`src/rtl/adder_rr_scheduler.sv`:
```
// Round-robin scheduler sharing one registered two-stage adder among N requesters.
// Results are queued with their requester ID in a credit-gated show-ahead FIFO.
module adder_rr_scheduler #(
  parameter int N     = 4,
  parameter int W     = 8,
  parameter int DEPTH = 4,
  parameter int IDW   = $clog2(N)
) (
  input  logic             clk,
  input  logic             rst,
  input  logic [N-1:0]     req,
  input  logic [N*W-1:0]   a_in,
  input  logic [N*W-1:0]   b_in,
  output logic [N-1:0]     gnt,
  output logic             res_valid,
  input  logic             res_ready,
  output logic [W:0]       res_data,
  output logic [IDW-1:0]   res_id,
  output logic             busy
);

  localparam int AW = $clog2(DEPTH);
  localparam int CW = AW + 1;

  logic [IDW-1:0] ptr;
  logic [IDW-1:0] ptr_next;
  logic           gnt_any;
  logic [IDW-1:0] gnt_idx;
  logic           issue_ok;
  logic [CW:0]    credit_used;

  logic           s1_v;
  logic [W-1:0]   s1_a;
  logic [W-1:0]   s1_b;
  logic [IDW-1:0] s1_id;
  logic [W:0]     s1_sum;

  logic [W:0]     mem_data [DEPTH];
  logic [IDW-1:0] mem_id   [DEPTH];
  logic [AW-1:0]  wr_ptr;
  logic [AW-1:0]  rd_ptr;
  logic [CW-1:0]  count;
  logic [W:0]     hold_data;
  logic [IDW-1:0] hold_id;
  logic           push;
  logic           pop;

  // A result in stage 1 already owns a FIFO slot; a same-cycle pop is not credited.
  assign credit_used = {1'b0, count} + {{CW{1'b0}}, s1_v};
  assign issue_ok    = credit_used < (CW+1)'(DEPTH);

  always_comb begin
    gnt     = '0;
    gnt_any = 1'b0;
    gnt_idx = '0;
    for (int k = 0; k < N; k++) begin
      if (issue_ok && !rst && !gnt_any && req[(int'(ptr) + k) % N]) begin
        gnt[(int'(ptr) + k) % N] = 1'b1;
        gnt_any                  = 1'b1;
        gnt_idx                  = IDW'((int'(ptr) + k) % N);
      end
    end
  end

  assign ptr_next = (gnt_idx == IDW'(N-1)) ? '0 : gnt_idx + 1'b1;

  always_ff @(posedge clk or posedge rst) begin
    if (rst) begin
      ptr   <= '0;
      s1_v  <= 1'b0;
      s1_a  <= '0;
      s1_b  <= '0;
      s1_id <= '0;
    end else begin
      s1_v <= gnt_any;
      if (gnt_any) begin
        ptr   <= ptr_next;
        s1_a  <= a_in[gnt_idx*W +: W];
        s1_b  <= b_in[gnt_idx*W +: W];
        s1_id <= gnt_idx;
      end
    end
  end

  assign s1_sum = {1'b0, s1_a} + {1'b0, s1_b};

  // Result port: a transfer happens on a cycle where res_valid && res_ready;
  // res_valid never depends on res_ready, and res_ready with res_valid low is ignored.
  assign push = s1_v;
  assign pop  = res_valid && res_ready;

  always_ff @(posedge clk) begin
    if (push) begin
      mem_data[wr_ptr] <= s1_sum;
      mem_id[wr_ptr]   <= s1_id;
    end
  end

  always_ff @(posedge clk or posedge rst) begin
    if (rst) begin
      wr_ptr    <= '0;
      rd_ptr    <= '0;
      count     <= '0;
      hold_data <= '0;
      hold_id   <= '0;
    end else begin
      if (push) wr_ptr <= wr_ptr + 1'b1;
      if (pop) begin
        rd_ptr    <= rd_ptr + 1'b1;
        hold_data <= mem_data[rd_ptr];
        hold_id   <= mem_id[rd_ptr];
      end
      case ({push, pop})
        2'b10:   count <= count + 1'b1;
        2'b01:   count <= count - 1'b1;
        default: count <= count;
      endcase
    end
  end

  // When empty, the last popped head stays visible.
  assign res_valid = (count != '0);
  assign res_data  = res_valid ? mem_data[rd_ptr] : hold_data;
  assign res_id    = res_valid ? mem_id[rd_ptr]   : hold_id;
  assign busy      = s1_v || res_valid;

endmodule

```
`config.mk`:
```
export PLATFORM = sky130hd
export DESIGN_NAME = adder_rr_scheduler
export DESIGN_NICKNAME = d
export VERILOG_FILES = /design/src/rtl/adder_rr_scheduler.sv
export SDC_FILE = /design/constraint.sdc
export NUM_CORES = 1
export LEC_CHECK = 0
export CELL_PAD_IN_SITES_DETAIL_PLACEMENT = 0
export CELL_PAD_IN_SITES_GLOBAL_PLACEMENT = 1
export CORE_MARGIN = 5
export CORE_UTILIZATION = 30
export CTS_BUF_LIST = sky130_fd_sc_hd__clkbuf_4 sky130_fd_sc_hd__clkbuf_8
export CTS_CLUSTER_SIZE = 24
export DETAILED_ROUTE_END_ITERATION = 10
export MAX_ROUTING_LAYER = met4
export PLACE_DENSITY = 0.57
export REMOVE_ABC_BUFFERS = 1
export SLEW_MARGIN = 20
export SYNTH_ARGS = -nofsm -noshare
export SYNTH_HDL_FRONTEND = slang
export SYNTH_SLANG_ARGS = --single-unit
```
`constraint.sdc`:
```
create_clock -name clk -period 6.49 [get_ports clk]
set_input_delay 1.6225 -clock clk [delete_from_list [all_inputs] [get_ports clk]]
set_output_delay 1.6225 -clock clk [all_outputs]
set_load 0.02 [all_outputs]
```
==> run summary <==
• input pin to output port — Setup CP Type
• 2.22 nW — Static Leakage
• 3305 — number of global-route vias before repair
• 360 — Gate Count Post-Synth
• 44 — count of flip-flops with a built-in enable after synthesis
• 135 µm — Die Width
• 500 ps — worst hold-check slack
• s1_a[7] — startpoint of the worst hold path
• 85.6% — crit share post-route
• 49 — number of distinct library cell variants in the gate-level netlist after synthesis
• 50.0% — Comb power frac
• 83 — number of synthesized register bits
• 16800 µm — first-pass GRT wire length
• 484 nW/µm² — total power per unit cell area
• 9 — CTS buffer count
• 3063 — via count of the routed design
• 2150 µm² — multi-input combinational cell area
• 88 — total I/O pin count
• 0 — number of hold buffers added after cts
• 0 — max-slew violation total from the final report
• sky130_fd_sc_hd__edfxtp_1 — primary flip-flop cell chosen by synthesis mapping
• 40 — pin count of the biggest net entering global routing
• 135 µm — Vert. Die Dim
• 5640 µm² — post-placement cell area
• 2 — clock buffer depth
• req[3] — Critical path origin
• ptr[0] — worst reg2reg startpoint
• 618 — number of cells in the design after placement
• 1514 — number of filler instances in the final layout
• 634 — final cell count without fillers
• 0 — drt drc
• 4 — DRT Pass-1 Iters
• 83 — Sinks on Clock Net
• 38.7% — fraction of power spent switching nets
• 0 — number of failing hold endpoints at the final stage
• 9 — R2R cell count
• 2 — worst hold path depth
• 3 — # H-tree levels
• 0 — number of antenna violations at the first check in global routing
• 17.0% — layout cell share with drive strength beyond 1
• output port — nature of the critical path endpoint
• 0 — GR Overflow Total
• 9950 µm — drt total wl
• 2890 ps — r2r setup slk
• 0 — maximum capacitance violations
• 0 — Synthesis Warnings
• 0 ps — setup TNS
• 30.6% — Starting Density
• sky130_fd_sc_hd__clkdlybuf4s50_1 (87), sky130_fd_sc_hd__edfxtp_1 (44), sky130_fd_sc_hd__dfrtp_1 (39) — commonest cells after routing, fill and taps aside
• 3930 ps — WP data arrival
• 4660 µm² — netlist area before placement
• 1.10 mW — net switching power
• input pin — sort of element at the start of the critical path
• 0 — setup fix buffers added after clock tree synthesis
• built — clock tree from TritonCTS
• 87 — number of buffers added on ports
• flop to flop — Worst Hold Class
• sky130_fd_sc_hd__clkbuf_8 — root buf cell
• 46.3% — Worst slew margin
• 9 — crit-path max FO
• 49.3% — sequential cell area fraction in the yosys report
• 942 ps — DP Worst Slack
• finished clean — status
• 5550 ps — minimum clock period after layout
• 147 µV — peak ir drop on the vdd network
• 12.9 µm² — Post-Syn Area per Cell
• 180 MHz — timing-limited maximum frequency
• 10.9 ps — largest clock skew in the final design
• 0 — Final ANT Viol Nets
• 1.74 mW — cell internal pwr
• 14.5% — fraction of power consumed by the clock network
• 80 ps — clock transition at the register clock pins on the worst setup and hold paths after CTS
• 15200 µm² — area of the core
• 803 ps — slew at the pin with the worst max-slew slack
• 5870 µm² — Post-Layout Inst Area
• 7340 µm — Post-DP HPWL
• 15.7 µm — post-detailed-route wirelength per cell
• 0 — post-cts sizing count
• 0 — total of endpoints with negative setup slack in the final report
• 138 — iteration-0 DRC count of the detailed router
• 4.83 — DR vias/cell
• 25.9% — Area Overhead vs Synth
• 936 ps — minimum setup slack in the final design
• 2300 µm² — register area
• no — setup repair after global routing missed its margin
• 47.0% — Synth async-reset ratio
• 350 ps — clock latency on the worst-skew pair
• 4870 ps — CP Data Required Time
• sky130_fd_sc_hd__clkdlybuf4s50_1 — leading cell type in the layout, fill and taps excluded
• 11.9% — total global routing track utilization
• 531 — Net count, final
• 38.6% — Core Util, Final
• 0 — Antenna Cells
• 35.5% — relative contribution of sequential cells to total power
• 0.759 — last weighted congestion value of the routability-driven placer
• 18100 µm² — area enclosed by the die boundary
• 2.84 mW — overall power
• 45 — Placement Rows
-- logic make-up (layout without fill, tap and decap cells) --
family | count (synthesis) | count (layout) | share of synthesized area (%)
AND/OR/NAND/NOR | 81 | 81 | 9.03
multiplexers | 60 | 60 | 17.0
AO/OA/AOI/OAI | 68 | 68 | 12.4
buffers and inverters | 37 | 123 | 4.65
XOR/XNOR | 12 | 12 | 2.26
adder cells (fa/ha/maj) | 19 | 19 | 5.43
flip-flops | 83 | 83 | 49.3
-- path summary, 6_finish.rpt --
path                                endpoint
worst max register to register       s1_a[0]
worst max-delay path                  gnt[1]
min in group asynchronous       hold_data[1]
worst min-delay path                 s1_a[7]
worst min register to register       s1_a[7]
max in group asynchronous            s1_b[0]
-- layer usage --
layer	track usage, %	wire length, µm	vias up
met2	18.3	4600	64
met1	16.2	4990	1485
met4	3.73	124	0
li1	-	-	1505
met5	-	0	-
met3	1.75	238	9
-- flip-flops by register name (all words and copies together) (netlist names) --
register / count
wr_ptr: 2
ptr: 2
s1_id: 2
s1_b: 8
hold_id: 2
mem_data: 36
count: 3
hold_data: 9
rd_ptr: 2
s1_a: 8
push: 1
mem_id: 8
-- critical path, cell delays in order --
cell and delay, ps:
sky130_fd_sc_hd__clkdlybuf4s50_1 550, sky130_fd_sc_hd__mux2i_1 250, sky130_fd_sc_hd__mux2i_1 150, sky130_fd_sc_hd__or2_4 260, sky130_fd_sc_hd__a21oi_1 280, sky130_fd_sc_hd__a22oi_1 150
sky130_fd_sc_hd__nand2_1 70, sky130_fd_sc_hd__clkdlybuf4s50_1 600
-- cell type report --
type | count | share of cell area [%]
Sequential cell | 83 | 39.2
Clock buffer | 9 | 2.11
Clock inverter | 7 | 1.68
Multi-Input combinational cell | 240 | 36.7
Tap cell | 188 | 4.01
Timing Repair Buffer | 91 | 15.4
Inverter | 16 | 1.02
-- power by group through the flow --
stage | Combinational, mW | Clock, mW | Sequential (mW)
finish | 1.42 | 0.412 | 1.01
CTS | 1.45 | 0.429 | 1.01
floorplan | 1.02 | 0 | 0.971
detailed placement | 1.44 | 0 | 1.02
global route | 1.59 | 0.447 | 1.04
global placement | 1.42 | 0 | 1.02
-- cells in the mapped netlist (2+ instances only) --
cell	instances	area [µm²]
sky130_fd_sc_hd__mux2_4	2	30.0
sky130_fd_sc_hd__a21o_1	3	22.5
sky130_fd_sc_hd__o221ai_1	6	52.6
sky130_fd_sc_hd__fa_1	2	40.0
sky130_fd_sc_hd__buf_1	2	7.51
sky130_fd_sc_hd__or3_1	2	12.5
sky130_fd_sc_hd__a21oi_1	6	30.0
sky130_fd_sc_hd__ha_1	17	213
sky130_fd_sc_hd__mux4_2	11	248
sky130_fd_sc_hd__a22oi_1	9	67.6
sky130_fd_sc_hd__dfrtp_1	39	976
sky130_fd_sc_hd__a31oi_1	16	100
sky130_fd_sc_hd__o221ai_2	10	150
sky130_fd_sc_hd__and2_1	5	31.3
sky130_fd_sc_hd__o21ai_0	9	45.0
sky130_fd_sc_hd__nor2b_1	17	106
sky130_fd_sc_hd__xnor2_1	6	52.6
sky130_fd_sc_hd__inv_1	15	56.3
sky130_fd_sc_hd__nand2b_1	3	18.8
sky130_fd_sc_hd__edfxtp_1	44	1320
sky130_fd_sc_hd__xor2_1	6	52.6
sky130_fd_sc_hd__buf_4	3	22.5
sky130_fd_sc_hd__clkbuf_1	5	18.8
sky130_fd_sc_hd__nor2_1	11	41.3
sky130_fd_sc_hd__buf_6	6	67.6
sky130_fd_sc_hd__mux2i_1	22	220
sky130_fd_sc_hd__mux2_2	24	270
sky130_fd_sc_hd__o21a_1	2	15.0
sky130_fd_sc_hd__nand2_1	33	124
sky130_fd_sc_hd__buf_2	4	20.0
sky130_fd_sc_hd__nor3_1	2	10.0
No activity file was read; power rests on OpenSTA's default activity.
